`config.mk`:
```
export PLATFORM = sky130hd
export DESIGN_NAME = hazard_ctrl
export DESIGN_NICKNAME = d
export VERILOG_FILES = /design/src/rtl/hazard_ctrl_pkg.sv /design/src/rtl/hazard_ctrl_sat_counter.sv /design/src/rtl/hazard_ctrl.sv
export SDC_FILE = /design/constraint.sdc
export NUM_CORES = 1
export LEC_CHECK = 0
export CORE_ASPECT_RATIO = 0.5
export CORE_MARGIN = 5
export CORE_UTILIZATION = 45
export DETAILED_ROUTE_END_ITERATION = 10
export PLACE_DENSITY = 0.78
export SYNTH_ARGS = -nofsm -noshare
export SYNTH_HDL_FRONTEND = slang
export SYNTH_HIERARCHICAL = 1
export SYNTH_SLANG_ARGS = --single-unit
```
`constraint.sdc`:
```
create_clock -name clock -period 2.7 [get_ports clock]
set_input_delay 0.54 -clock clock [delete_from_list [all_inputs] [get_ports clock]]
set_output_delay 0.54 -clock clock [all_outputs]
set_load 0.02 [all_outputs]
```
`src/rtl/hazard_ctrl_pkg.sv`:
```
// -----------------------------------------------------------------------------
// hazard_ctrl_pkg
// Shared pipeline definitions for the hazard / halt control block.
//   state_e      : hazard controller state encoding (RUN, DRAIN, HALTED)
//   REG_ZERO     : architectural zero register index, never a hazard source
//   DRAIN_CNT_W  : width of the drain sequencing counter
//   is_load_use  : load-use hazard predicate against the registered ID_EX outputs
// -----------------------------------------------------------------------------
package hazard_ctrl_pkg;

    typedef enum logic [1:0] {
        RUN    = 2'd0,
        DRAIN  = 2'd1,
        HALTED = 2'd2
    } state_e;

    localparam logic [4:0] REG_ZERO    = 5'd0;
    localparam int         DRAIN_CNT_W = 4;

    // A load in EX blocks the instruction in ID if it writes a register the
    // ID instruction reads. rt only counts when the ID instruction actually
    // sources it (stores/branches/R-type), and r0 is hardwired so never stalls.
    function automatic logic is_load_use(
        input logic       ex_mem_to_reg,
        input logic [4:0] ex_rt,
        input logic [4:0] id_rs,
        input logic [4:0] id_rt,
        input logic       id_uses_rt
    );
        return ex_mem_to_reg && (ex_rt != REG_ZERO) &&
               ((ex_rt == id_rs) || (id_uses_rt && (ex_rt == id_rt)));
    endfunction

endpackage : hazard_ctrl_pkg

```
`src/rtl/hazard_ctrl_sat_counter.sv`:
```
// -----------------------------------------------------------------------------
// hazard_ctrl_sat_counter
// Event counter that saturates at all-ones instead of wrapping.
//   clock : counting clock (rising edge)
//   reset : asynchronous, active-high clear
//   inc   : count one event this cycle
//   count : events since reset, saturating at 2**CNT_W-1
// -----------------------------------------------------------------------------
module hazard_ctrl_sat_counter #(
    parameter int CNT_W = 32
) (
    input  logic             clock,
    input  logic             reset,
    input  logic             inc,
    output logic [CNT_W-1:0] count
);

    logic [CNT_W-1:0] count_q;
    logic [CNT_W-1:0] count_d;

    always_comb begin
        count_d = count_q;
        if (inc && (count_q != {CNT_W{1'b1}})) begin
            count_d = count_q + {{(CNT_W-1){1'b0}}, 1'b1};
        end
    end

    // NOTE: state is updated with non-blocking assignments so every flop samples
    // the pre-edge values, independent of the order the simulator runs blocks.
    always_ff @(posedge clock or posedge reset) begin
        if (reset) begin
            count_q <= '0;
        end else begin
            count_q <= count_d;
        end
    end

    assign count = count_q;

endmodule : hazard_ctrl_sat_counter

```
`src/rtl/hazard_ctrl.sv`:
```
// -----------------------------------------------------------------------------
// hazard_ctrl
// Pipeline hazard and halt controller sitting on the control side of ID_EX.
// Stalls on load-use, squashes the wrong-path fetch on taken branches, and
// drains the pipeline on a halt so the debug unit sees it quiescent.
//   clock, reset  : pipeline clock, asynchronous active-high reset
//   idRs, idRt    : source fields of the instruction in ID
//   idUsesRt      : ID instruction reads rt
//   exMemToReg    : a load is in EX (ID_EX memToRegOut)
//   exRt          : load destination register (ID_EX rtOut)
//   branchTaken   : branch/jump resolved taken in ID
//   haltDetect    : halt opcode decoded in ID
//   resume        : debug-unit pulse to leave HALTED
//   pcWrite       : PC load enable
//   ifIdWrite     : IF_ID load enable
//   ifIdClr       : IF_ID synchronous clear
//   idExClr       : ID_EX syncClr, inserts a bubble
//   halted        : pipeline drained and frozen
//   stallCnt      : saturating count of load-use stall cycles
//   flushCnt      : saturating count of branch flush cycles
// -----------------------------------------------------------------------------
module hazard_ctrl
    import hazard_ctrl_pkg::*;
#(
    parameter int DRAIN_CYCLES = 4,
    parameter int CNT_W        = 32
) (
    input  logic             clock,
    input  logic             reset,
    input  logic [4:0]       idRs,
    input  logic [4:0]       idRt,
    input  logic             idUsesRt,
    input  logic             exMemToReg,
    input  logic [4:0]       exRt,
    input  logic             branchTaken,
    input  logic             haltDetect,
    input  logic             resume,
    output logic             pcWrite,
    output logic             ifIdWrite,
    output logic             ifIdClr,
    output logic             idExClr,
    output logic             halted,
    output logic [CNT_W-1:0] stallCnt,
    output logic [CNT_W-1:0] flushCnt
);

    localparam logic [DRAIN_CNT_W-1:0] DRAIN_LAST = DRAIN_CNT_W'(DRAIN_CYCLES - 1);

    state_e                  state_q;
    state_e                  state_d;
    logic [DRAIN_CNT_W-1:0]  drain_cnt_q;
    logic [DRAIN_CNT_W-1:0]  drain_cnt_d;

    logic load_use;
    logic pc_write;
    logic if_id_write;
    logic if_id_clr;
    logic id_ex_clr;
    logic stall_inc;
    logic flush_inc;

    assign load_use = is_load_use(exMemToReg, exRt, idRs, idRt, idUsesRt);

    // NOTE: every signal written here gets a default first, so no path through
    // the case/if tree leaves one unassigned and no latch is inferred.
    always_comb begin
        state_d     = state_q;
        drain_cnt_d = drain_cnt_q;
        pc_write    = 1'b0;
        if_id_write = 1'b0;
        if_id_clr   = 1'b0;
        id_ex_clr   = 1'b1;
        stall_inc   = 1'b0;
        flush_inc   = 1'b0;

        case (state_q)
            RUN: begin
                drain_cnt_d = '0;
                if (load_use) begin
                    // One-cycle bubble; ID is re-presented next cycle, so a
                    // coincident branch or halt is simply seen again then.
                    stall_inc = 1'b1;
                end else if (haltDetect) begin
                    // Halt itself is kept out of EX; start draining.
                    state_d = DRAIN;
                end else if (branchTaken) begin
                    pc_write    = 1'b1;
                    if_id_write = 1'b1;
                    if_id_clr   = 1'b1;
                    id_ex_clr   = 1'b0;
                    flush_inc   = 1'b1;
                end else begin
                    pc_write    = 1'b1;
                    if_id_write = 1'b1;
                    id_ex_clr   = 1'b0;
                end
            end

            DRAIN: begin
                // Frozen front end; bubbles flow until older work retires.
                drain_cnt_d = drain_cnt_q + 1'b1;
                if (drain_cnt_q == DRAIN_LAST) begin
                    state_d     = HALTED;
                    drain_cnt_d = '0;
                end
            end

            HALTED: begin
                if (resume) begin
                    state_d = RUN;
                end
            end

            default: begin
                state_d     = RUN;
                drain_cnt_d = '0;
            end
        endcase

        // During reset the front end is frozen and EX is held empty, whatever
        // the (already reset) state register says.
        if (reset) begin
            pc_write    = 1'b0;
            if_id_write = 1'b0;
            if_id_clr   = 1'b0;
            id_ex_clr   = 1'b1;
            stall_inc   = 1'b0;
            flush_inc   = 1'b0;
        end
    end

    always_ff @(posedge clock or posedge reset) begin
        if (reset) begin
            state_q     <= RUN;
            drain_cnt_q <= '0;
        end else begin
            state_q     <= state_d;
            drain_cnt_q <= drain_cnt_d;
        end
    end

    hazard_ctrl_sat_counter #(
        .CNT_W (CNT_W)
    ) u_stall_cnt (
        .clock (clock),
        .reset (reset),
        .inc   (stall_inc),
        .count (stallCnt)
    );

    hazard_ctrl_sat_counter #(
        .CNT_W (CNT_W)
    ) u_flush_cnt (
        .clock (clock),
        .reset (reset),
        .inc   (flush_inc),
        .count (flushCnt)
    );

    assign pcWrite   = pc_write;
    assign ifIdWrite = if_id_write;
    assign ifIdClr   = if_id_clr;
    assign idExClr   = id_ex_clr;
    assign halted    = (state_q == HALTED);

endmodule : hazard_ctrl

```
==> impl_results.md <==
- Port Buf Inserts: 90
- Combinational power share: 16.4%
- Gpl congestion: 0.789
- First-pass GRT wire length: 14,700 microns
- Leak Pwr: between 0.002 and 0.0025 uW
- Initial Util: 45.6%
- Die span in y: about 73 microns
- Worst VDD drop: 372 uV
- Async SR Flop Fraction: between 90% and 100%
- Gr usage total: a little under a fifth
- Vias in the first global route: 2,993
- Max Fclk: 0.351 GHz
- Die W: 137 microns
- Skew final: ~0.0055 ns
- Number of synthesized flops with an enable pin: 0
- Mapped cell area: 3610 sq um
- Clk_lat worst skew: 0.33 ns
- Int Power: just under 2000 uW
- Cell accounting for the most synthesized area: dfrtp_1
- CP required: 2.92 ns
- Commonest cells post-synth: 70 x dfrtp_1, 62 x xnor2_1, 46 x nand3_1
- GRT overflow: 0
- Tcrit/Tclk final: 106%
- Crit. Startpoint: exRt[2]
- # IOs: 91
- DR pass1 iterations: 4
- Setup ws final: -0.149 ns
- Critical-path top delay cell: or4_4
- CP Capture Point: u_flush_cnt/count[23]
- Slew @ Worst Pin: approximately 0.72 ns
- Worst R2R Setup Slack: 0.09 ns
- Initial antenna violation count: 0
- Psw: around 700 uW
- Final Instance Area: 5500 sq um
- Setup violations, final: 19
- Worst EP arrival: 3.07 ns
- Synth cell types: 43
- CTS Buf Count: 9
- Routed Antenna Nets: 0
- CP cell instances: buf_6 > or4_4 > o21a_4 > a2111oi_4 > nand3_2 > or4_4 > a311oi_4 > buf_6 > nand4_1 > xnor2_1
- Worst min-delay path class: register to register
- Post-Syn Nets: roughly 360
- Critical path class: input pin to register
- Post-detail-place hpwl: 6370 microns
- FF-to-FF path depth: 8
- Critical Path Max Stage Delay: 0.52 ns
- CTS max path bufs: 2
- CTS root buf: clkbuf_16
- H-Tree Depth: 3
- TritonCTS clock tree: yes
- Ranking of synthesized cells by area: dfrtp_1 49%, xnor2_1 15%, nand3_1 6.4%
- FF-to-FF Start: state_q[1]
- CP max FO: 5
- Tmin final: 2.85 ns
- Remaining DRCs: 0
- Flop pwr share: 43.9%
- Placed cell areas: 4900 sq um
- Largest net degree at the start of global routing: 33
- Crit start category: input pin
- Full die area: roughly 10,000 sq um
- Via density: approximately 5.2
- Layout area overhead: 52.5%
- Cell Pwr Density: 483 nW/um^2
- Worst R2R End: u_flush_cnt/count[23]
- Max-capacitance violation count: 0
- Slew headroom: 51.8%
- Final Hold Viols: 0
- Routed len/inst: 15.9 microns
- Failing checks: negative setup slack
- Post-synthesis sequential area ratio: about half
- Dominant synthesized flop cell: dfrtp_1
- Routed WL: 9340 microns
- # diodes: 0
- Pre-CTS setup slack: -0.845 ns
- Yosys warns: 6
- Reg clk slew, reported paths: 0.05 ns
- Net Sw Frac: between 20% and 30%
- Fin. max-slew vios: 0
- Clock sink count: 70
- Most common cell in the synthesized netlist: dfrtp_1
- CP Capture Type: register
- Clock power share: 39.7%
- Hold_buf cts: 0
- Final nets: 495
- Share of cells above drive strength 1: 25.9%
- Core Region: 7910 sq um
- Flops & latches, synth: 70
- DR vias: 3,042
- Post-synth top area share: 48.6%
- Number of DRC markers in iteration 0: between 150 and 200
- Run status: complete, but fails checks
- Cell Rows: 23
- Gate Count Post-Synth: approximately 330
- Syn avg cell area: 10.9 sq um
- RSZ-0062 raised after global routing: yes
## placed cells by master (no fill, tap or decap), types with 4 or more instances in the layout
| cell | count |
|---|---|
| nor2_1 | 9 |
| dfrtp_1 | 70 |
| nand3_1 | 35 |
| nand2_2 | 5 |
| a21oi_1 | 4 |
| clkdlybuf4s50_1 | 70 |
| and3_1 | 20 |
| clkdlybuf4s15_2 | 5 |
| buf_6 | 15 |
| nand2_1 | 18 |
| xnor2_2 | 8 |
| buf_4 | 34 |
| nand4_1 | 21 |
| inv_1 | 8 |
| xor2_1 | 5 |
| clkbuf_16 | 9 |
| clkdlybuf4s15_1 | 6 |
| o21ai_0 | 4 |
| xnor2_1 | 53 |
| nand3_2 | 9 |
## registers in the layout, summed over array words and instances, names as in the netlist
name	count
u_flush_cnt/count	32
state_q	2
drain_cnt_q	4
u_stall_cnt/count	32
## worst max-delay path: cells and delay by family
family	cells	cell delay, ns
AO/OA/AOI/OAI	3	0.90
XOR/XNOR	1	0.15
buffers and inverters	2	0.27
AND/OR/NAND/NOR	4	1.19
## power groups by stage
stage / combinational, uW / sequential (uW) / clock (uW)
CTS: 427 / 1160 / 1090
global route: 476 / 1170 / 1140
global placement: 400 / 1170 / 0
detailed placement: 409 / 1180 / 0
floorplan: 188 / 1210 / 0
finish: 436 / 1170 / 1050
## logic make-up (layout without fill, tap and decap cells)
group           count (synthesis)  after routing  synth area share [%]
buf+inv                        15            158                  1.73
compound gates                 27             27                  7.53
fa+ha+maj                       3              3                  1.04
simple gates                  145            145                  23.4
mux                             5              5                  1.46
flops                          70             70                  48.6
xor+xnor                       67             67                  16.3
## per-stage QoR
stage | util [%] | cells | total power, uW | hold slack (ns) | TNS, ns
global route | 69.5 | 587 | 2790 | 0.528 | -2.54
finish | 69.5 | 587 | 2650 | 0.494 | -2.01
detailed placement | 61.9 | 561 | 1590 | 0.494 | -30.99
CTS | 68.4 | 587 | 2680 | 0.495 | -3.21
global placement | 61.9 | 561 | 1570 | 0.474 | -27.91
floorplan | - | 332 | 1400 | 0.331 | -11.53
## metal layers
layer / vias up / wire (microns) / GRT usage (%)
li1: 1487 / - / -
met1: 1489 / 4080 / 24.0
met2: 58 / 4870 / 31.8
met3: 8 / 292 / 5.06
met4: 0 / 106 / 5.36
met5: - / 0 / 0
## layout make-up
type,instances,area [sq um]
fillers,562,2410
multi-input cells,247,2040
flip-flops and latches,70,1750
repair buffers,134,1270
clock buffers,12,246
well taps,112,140
inverters,8,30.0
clock inverters,4,22.5
## worst min path at each step
stage	from	to	slack, ns	depth (start not counted)
finish	u_flush_cnt/count[23]	u_flush_cnt/count[23]	0.49	1
global route	u_flush_cnt/count[31]	u_flush_cnt/count[31]	0.53	1
CTS	u_stall_cnt/count[31]	u_stall_cnt/count[31]	0.50	1
detailed placement	u_flush_cnt/count[23]	u_flush_cnt/count[23]	0.49	1
global placement	u_stall_cnt/count[10]	u_stall_cnt/count[10]	0.47	1
floorplan	reset	drain_cnt_q[0]	0.33	1
## repair_timing
action,in CTS,in global routing
pin swaps,47,20
cloned,1,0
gates resized for setup,91,19
setup buffers,10,1
hold endpoints to repair,0,0
setup endpoints to repair,44,43
(Power assumes the default switching activity.)
